### config.mk
export PLATFORM = sky130hd
export DESIGN_NAME = packet_source
export DESIGN_NICKNAME = d
export VERILOG_FILES = /design/src/rtl/packet_source_pkg.sv /design/src/rtl/packet_source_lfsr.sv /design/src/rtl/packet_source.sv
export SDC_FILE = /design/constraint.sdc
export NUM_CORES = 1
export LEC_CHECK = 0
export ABC_AREA = 0
export CAP_MARGIN = 30
export CORE_ASPECT_RATIO = 1.2
export CORE_MARGIN = 5
export CORE_UTILIZATION = 47
export DETAILED_ROUTE_END_ITERATION = 16
export PLACE_DENSITY = 0.75
export REMOVE_ABC_BUFFERS = 1
export SETUP_SLACK_MARGIN = 0.05
export SYNTH_ARGS = -nofsm -noshare
export SYNTH_HDL_FRONTEND = slang
export SYNTH_SLANG_ARGS = --single-unit
### constraint.sdc
create_clock -name clk -period 1.9 [get_ports clk]
set_input_delay 0.19 -clock clk [delete_from_list [all_inputs] [get_ports clk]]
set_output_delay 0.19 -clock clk [all_outputs]
set_load 0.02 [all_outputs]
### src/rtl/packet_source_pkg.sv
`default_nettype none
// ============================================================================
//  Module   : packet_source_pkg
//  Brief    : Shared types and constants for the packet_source traffic generator.
//  Revision : 1.0 - initial release
// ============================================================================
package packet_source_pkg;

    typedef enum logic [2:0] {
        ST_IDLE = 3'd0,
        ST_HEAD = 3'd1,
        ST_BODY = 3'd2,
        ST_GAP  = 3'd3,
        ST_DONE = 3'd4
    } state_t;

    localparam int DEST_BITS_DEFAULT = 8;
    localparam int PKT_COUNT_W       = 16;

    // Right-shifting Galois feedback masks, indexed by register width.
    function automatic logic [31:0] lfsr_taps(input int size);
        logic [31:0] taps;
        case (size)
            4:       taps = 32'h0000_000C;
            5:       taps = 32'h0000_0014;
            6:       taps = 32'h0000_0030;
            7:       taps = 32'h0000_0060;
            8:       taps = 32'h0000_00B8;
            16:      taps = 32'h0000_B400;
            32:      taps = 32'h8020_0003;
            default: taps = 32'h0000_00B8;
        endcase
        return taps;
    endfunction

endpackage
`default_nettype wire

### src/rtl/packet_source_lfsr.sv
`default_nettype none
// ============================================================================
//  Module   : packet_source_lfsr
//  Brief    : Galois LFSR payload generator, seeded all-ones; only compiled
//             when PACKET_SOURCE_LFSR_EN is defined.
//  Revision : 1.0 - initial release
// ============================================================================
`ifdef PACKET_SOURCE_LFSR_EN
module packet_source_lfsr #(
    parameter int              SIZE = 8,
    parameter logic [SIZE-1:0] TAPS = 8'hB8
) (
    input  logic            clk,
    input  logic            reset,
    input  logic            advance,
    output logic [SIZE-1:0] value
);

    logic [SIZE-1:0] r_value;

    always_ff @(posedge clk) begin
        if (reset) begin
            r_value <= '1;
        end else if (advance) begin
            r_value <= r_value[0] ? ((r_value >> 1) ^ TAPS) : (r_value >> 1);
        end
    end

    assign value = r_value;

endmodule
`endif
`default_nettype wire

### src/rtl/packet_source.sv
`default_nettype none
// ============================================================================
//  Module   : packet_source
//  Brief    : NoC injection traffic generator driving fixed-length packets
//             onto a req/ack channel. Define PACKET_SOURCE_LFSR_EN for LFSR
//             payload words instead of the incrementing sequence counter.
//  Revision : 1.0 - initial release
// ============================================================================
module packet_source
    import packet_source_pkg::*;
#(
    parameter int ID        = 0,
    parameter int SIZE      = 8,
    parameter int DEST_BITS = DEST_BITS_DEFAULT,
    parameter int DEST      = 0,
    parameter int PKT_FLITS = 4,
    parameter int GAP       = 2,
    parameter int MAX_PKTS  = 0
) (
    input  logic                   clk,
    input  logic                   reset,
    input  logic                   enable,
    output logic                   ch_req,
    output logic [SIZE-1:0]        ch_flit,
    input  logic                   ch_ack,
    output logic [PKT_COUNT_W-1:0] pkt_count,
    output logic                   busy,
    output logic                   done
);

    localparam int IDX_W = $clog2(PKT_FLITS);
    localparam int GAP_W = (GAP > 1) ? $clog2(GAP) : 1;

    localparam logic [DEST_BITS-1:0]   c_dest     = DEST_BITS'(DEST);
    localparam logic [SIZE-1:0]        c_head     = SIZE'(c_dest);
    localparam logic [SIZE-1:0]        c_id       = SIZE'(ID);
    localparam logic [IDX_W-1:0]       c_last_idx = IDX_W'(PKT_FLITS - 1);
    localparam logic [PKT_COUNT_W-1:0] c_max      = PKT_COUNT_W'(MAX_PKTS);
    localparam logic [GAP_W-1:0]       c_gap_load = GAP_W'((GAP > 0) ? GAP - 1 : 0);

    state_t                 r_state;
    logic [IDX_W-1:0]       r_idx;
    logic                   r_ch_req;
    logic [SIZE-1:0]        r_ch_flit;
    logic [PKT_COUNT_W-1:0] r_pkt_count;
    logic                   r_done;
    logic [GAP_W-1:0]       r_gap_cnt;

    state_t                 w_state_nxt;
    logic [IDX_W-1:0]       w_idx_nxt;
    logic                   w_req_nxt;
    logic [SIZE-1:0]        w_flit_nxt;
    logic [PKT_COUNT_W-1:0] w_cnt_nxt;
    logic                   w_done_nxt;
    logic [GAP_W-1:0]       w_gap_nxt;
    logic                   w_payload_adv;
    logic [SIZE-1:0]        w_payload;
    logic [PKT_COUNT_W-1:0] w_cnt_inc;
    logic                   w_xfer;

    assign w_xfer    = r_ch_req & ch_ack;
    assign w_cnt_inc = r_pkt_count + PKT_COUNT_W'(1);

`ifdef PACKET_SOURCE_LFSR_EN
    localparam logic [31:0] c_taps_full = lfsr_taps(SIZE);

    packet_source_lfsr #(
        .SIZE (SIZE),
        .TAPS (c_taps_full[SIZE-1:0])
    ) u_lfsr (
        .clk     (clk),
        .reset   (reset),
        .advance (w_payload_adv),
        .value   (w_payload)
    );
`else
    logic [SIZE-1:0] r_seq;

    always_ff @(posedge clk) begin
        if (reset) begin
            r_seq <= '0;
        end else if (w_payload_adv) begin
            r_seq <= r_seq + SIZE'(1);
        end
    end

    assign w_payload = r_seq;
`endif

    always_ff @(posedge clk) begin
        if (reset) begin
            r_state     <= ST_IDLE;
            r_idx       <= '0;
            r_ch_req    <= 1'b0;
            r_ch_flit   <= '0;
            r_pkt_count <= '0;
            r_done      <= 1'b0;
            r_gap_cnt   <= '0;
        end else begin
            r_state     <= w_state_nxt;
            r_idx       <= w_idx_nxt;
            r_ch_req    <= w_req_nxt;
            r_ch_flit   <= w_flit_nxt;
            r_pkt_count <= w_cnt_nxt;
            r_done      <= w_done_nxt;
            r_gap_cnt   <= w_gap_nxt;
        end
    end

    // Outputs are registered: the flit for the next beat is loaded on the
    // edge that accepts the current one, so a held ack gives one flit per cycle.
    always_comb begin
        w_state_nxt   = r_state;
        w_idx_nxt     = r_idx;
        w_req_nxt     = r_ch_req;
        w_flit_nxt    = r_ch_flit;
        w_cnt_nxt     = r_pkt_count;
        w_done_nxt    = r_done;
        w_gap_nxt     = r_gap_cnt;
        w_payload_adv = 1'b0;

        case (r_state)
            ST_IDLE: begin
                if (enable && !r_done) begin
                    w_state_nxt = ST_HEAD;
                    w_req_nxt   = 1'b1;
                    w_flit_nxt  = c_head;
                end
            end

            ST_HEAD: begin
                if (w_xfer) begin
                    w_state_nxt = ST_BODY;
                    w_idx_nxt   = IDX_W'(1);
                    w_flit_nxt  = c_id;
                end
            end

            ST_BODY: begin
                if (w_xfer) begin
                    if (r_idx == c_last_idx) begin
                        w_cnt_nxt = w_cnt_inc;
                        w_req_nxt = 1'b0;
                        if (MAX_PKTS != 0 && w_cnt_inc == c_max) begin
                            w_state_nxt = ST_DONE;
                            w_done_nxt  = 1'b1;
                            w_flit_nxt  = '0;
                        end else if (GAP > 0) begin
                            w_state_nxt = ST_GAP;
                            w_gap_nxt   = c_gap_load;
                        end else if (enable) begin
                            w_state_nxt = ST_HEAD;
                            w_req_nxt   = 1'b1;
                            w_flit_nxt  = c_head;
                        end else begin
                            w_state_nxt = ST_IDLE;
                        end
                    end else begin
                        w_idx_nxt     = r_idx + IDX_W'(1);
                        w_flit_nxt    = w_payload;
                        w_payload_adv = 1'b1;
                    end
                end
            end

            ST_GAP: begin
                if (r_gap_cnt == '0) begin
                    if (enable) begin
                        w_state_nxt = ST_HEAD;
                        w_req_nxt   = 1'b1;
                        w_flit_nxt  = c_head;
                    end else begin
                        w_state_nxt = ST_IDLE;
                    end
                end else begin
                    w_gap_nxt = r_gap_cnt - GAP_W'(1);
                end
            end

            ST_DONE: begin
                w_req_nxt = 1'b0;
            end

            default: begin
                w_state_nxt = ST_IDLE;
                w_req_nxt   = 1'b0;
            end
        endcase
    end

    assign ch_req    = r_ch_req;
    assign ch_flit   = r_ch_flit;
    assign pkt_count = r_pkt_count;
    assign done      = r_done;
    assign busy      = (r_state == ST_HEAD) || (r_state == ST_BODY);

endmodule
`default_nettype wire

==> reports/metrics.cfg, run 1 <==
[timing]
clock_skew_ps=1.888
finalHoldViolCount=0
fmaxAchievable_ghz=0.5553
report.final.setup_viol=0
min_period_ps=1801
report.final.slew_viol_count=0
layout_worst_path_cycle_share_pct=94.78
rsz0062_at_grt=true

[die]
num_rows=25
chipHeight_um=79.13
chipWidth_um=67.61
placeableCoreArea_mm2=0.003910
effective_utilization_at_floorplan_pct=47.87
die_area_mm2=0.005350
top_level_ports=31

[finish]
fillCellCount=327
layout.cells.non_filler=319
seq_area_um2=763.2
finalNetCount=280
final_layout_size_suffix_gt1_share_pct=18.87
syn2layout_area_growth_pct=33.36
final_core_util_pct=63.84
total_inserted_antenna_cells=0
area_of_the_multi_input_gates_mm2=0.001102
final_design_area_no_fill_mm2=0.002496

[yosys]
dominantRegCellSynth=sky130_fd_sc_hd__dfxtp_1
syn_avg_cell_area_um2=8.626
most_repeated_cell_in_the_gate_level_netlist_after_synthesis=sky130_fd_sc_hd__dfxtp_1
cell_area_after_synthesis_mm2=0.001872
ys_seq_area_share_pct=40.64
ys_top_cells_by_count=sky130_fd_sc_hd__dfxtp_1, sky130_fd_sc_hd__nor2_1, sky130_fd_sc_hd__nand2_1
synth-edff-count=0
netlist_instances=217
top_cell_type_s_share_of_synthesized_area_pct=40.64
ys_ff_latch=38
synth.top_cells.by_area=sky130_fd_sc_hd__dfxtp_1, sky130_fd_sc_hd__ha_1, sky130_fd_sc_hd__a21oi_1
netlist.top_cell.by_area=sky130_fd_sc_hd__dfxtp_1
ys_async_sr_fraction_pct=0
ys.warnings.count=0
yosys.cell_types.count=43

[clock_tree]
cts-root-buf=sky130_fd_sc_hd__clkbuf_8
cts_buffer_depth=2
h-tree-depth=2
cts.sinks=38
clock_latency_ps=290
cts-buffers-inserted=5
cts.clk_slew.worst_paths_ps=70
cts_tree=built
cts_hold_buf=0

[global_routing]
groute.usage.overall_pct=17.67
grt_start_max_net_pins=39
first_global_vias=1609
grt_overflow_total=0
grt_pass1_wl_mm=7.231
antenna_found_initial=0

[placed_design]
dp_cells=311
buffer_ports.inserted=29
place_congestion=0.7913
placed_standard_cell_area_mm2=0.002344
dp_hpwl_mm=3.102

[drt]
drt_first_iter_violations=74
routed_wire_length_per_instance_um=13.66
drt-total-wl_mm=4.359
vias_per_cell=5.301
drt_first_pass_iters=4
postRouteAntennaNets=0
drc=0
dr_total_vias=1691

[setup_path]
timing.critical_path.required_ps=2120
crit_slowest_cell=sky130_fd_sc_hd__or4_4
critical_path.endpoint_type=flip-flop
worst-setup-path-type=flip-flop to flip-flop
critPathArrivalTime_ps=2020
slowest_delay_ps=510
crit_fanout=7
worstSetupStartpointType=flip-flop
cp_cell_sequence=inv_2 > ha_2 > nand4_2 > or3_4 > or4_4 > a21oi_1

[job]
max_cap_violation_count=0

[worst_hold_path]
hold_path_class=flip-flop to flip-flop

[power]
leakage_nw=0.9048
power-per-cell-area_mw_per_mm2=930.9
worst_ir_drop_vdd_uv=824.3

[status]
outcome=finished, final reports clean

-- routing by layer --
metal / wire, µm / vias to the layer above / global-route usage (%)
met5: 0 / - / 0
met4: 65 / 0 / 6.694
met3: 123 / 6 / 4.243
met2: 2185 / 22 / 29.70
met1: 1985 / 793 / 21.28
li1: - / 870 / -
-- timing repair --
| item | in CTS | in global routing |
|---|---|---|
| setup endpoints to repair | 4 | 17 |
| setup buffers | 0 | 2 |
| cloned | 0 | 0 |
| pin swaps | 0 | 4 |
| gates resized for setup | 2 | 17 |
-- report_power, final --
part           internal (mW)  leakage, nW  total (mW)  switching, mW
clock                  0.280       0.0431       0.545          0.265
combinational          0.415        0.554       0.922          0.507
sequential             0.835        0.308       0.857         0.0215
total                   1.53        0.905        2.32          0.793
-- registers in the layout (all words and copies together) (netlist names) --
name and cells:
ch_flit 8, ch_req 1, pkt_count 16, r_gap_cnt 1, r_idx 2, r_seq 8
r_state 2
-- per-stage QoR --
step	worst slack [ps]	TNS (ps)	total power, mW	hold WS [ps]
2_1_floorplan	-190.8	-468.5	1.364	259.1
3_3_place_gp	-126.3	-254.2	1.673	458.3
3_5_place_dp	-151.3	-407.8	1.694	464.8
4_1_cts	53.91	0	2.219	472.7
5_1_grt	22.11	0	2.471	504.1
6_report	99.27	0	2.324	471.5
-- kinds of logic after synthesis --
group                      count (synthesis)  share of synthesized area, %
adders and majority gates                 10                         6.684
AOI/OAI and AO/OA                         44                         13.70
muxes                                      2                         1.070
and+or+nand+nor                           90                         26.40
xor gates and xnor gates                  17                         7.955
DFF                                       38                         40.64
buffers and inverters                     15                         3.342
other                                      1                        0.2003
-- worst max-delay path: cells and delay by family (launching register included) --
| kind | cells | cell delay (ps) |
|---|---|---|
| buffers and inverters | 1 | 50 |
| DFF | 1 | 320 |
| adders and majority gates | 1 | 190 |
| AOI/OAI and AO/OA | 1 | 140 |
| and+or+nand+nor | 3 | 1030 |
-- cell usage in the layout, fill, tap and decap left out, types with 4 or more instances in the layout --
cell type / netlist / final
sky130_fd_sc_hd__nand2_1: 20 / 20
sky130_fd_sc_hd__ha_1: 10 / 9
sky130_fd_sc_hd__inv_1: 5 / 4
sky130_fd_sc_hd__nand4_1: 14 / 14
sky130_fd_sc_hd__nor2_1: 21 / 21
sky130_fd_sc_hd__dfxtp_1: 38 / 36
sky130_fd_sc_hd__nand3_1: 4 / 4
sky130_fd_sc_hd__clkdlybuf4s50_1: 0 / 28
sky130_fd_sc_hd__a21oi_1: 18 / 16
sky130_fd_sc_hd__o21ai_0: 14 / 11
sky130_fd_sc_hd__xor2_1: 9 / 9
sky130_fd_sc_hd__buf_4: 1 / 23
sky130_fd_sc_hd__xnor2_1: 8 / 8
sky130_fd_sc_hd__clkbuf_8: 0 / 6
-- worst paths after layout --
check | startpoint | to | slack, ps | cells past startpoint
hold reg to reg | ch_flit[7] | ch_flit[7] | 470 | 2
hold / removal | ch_flit[7] | ch_flit[7] | 470 | 2
setup / recovery | r_state[0] | pkt_count[15] | 100 | 6
setup reg to reg | r_state[0] | pkt_count[15] | 100 | 6
-- final cells by class --
cell class / instances / area share [%]
clock buffers: 6 / 3.308
multi-input cells: 164 / 44.16
well taps: 54 / 2.707
repair buffers: 52 / 18.50
flip-flops and latches: 38 / 30.58
inverters: 5 / 0.7519
Note: power is estimated with default switching activity, not from simulation.
==> run 2: changes to the inputs <==
SYNTH_HIERARCHICAL = 1   (was default)
==> results of run 2 <==
Same layout as run 1: the final DEF is identical, and so are final timing and power.
Main changes from that run: Yosys warning count 0 -> 6
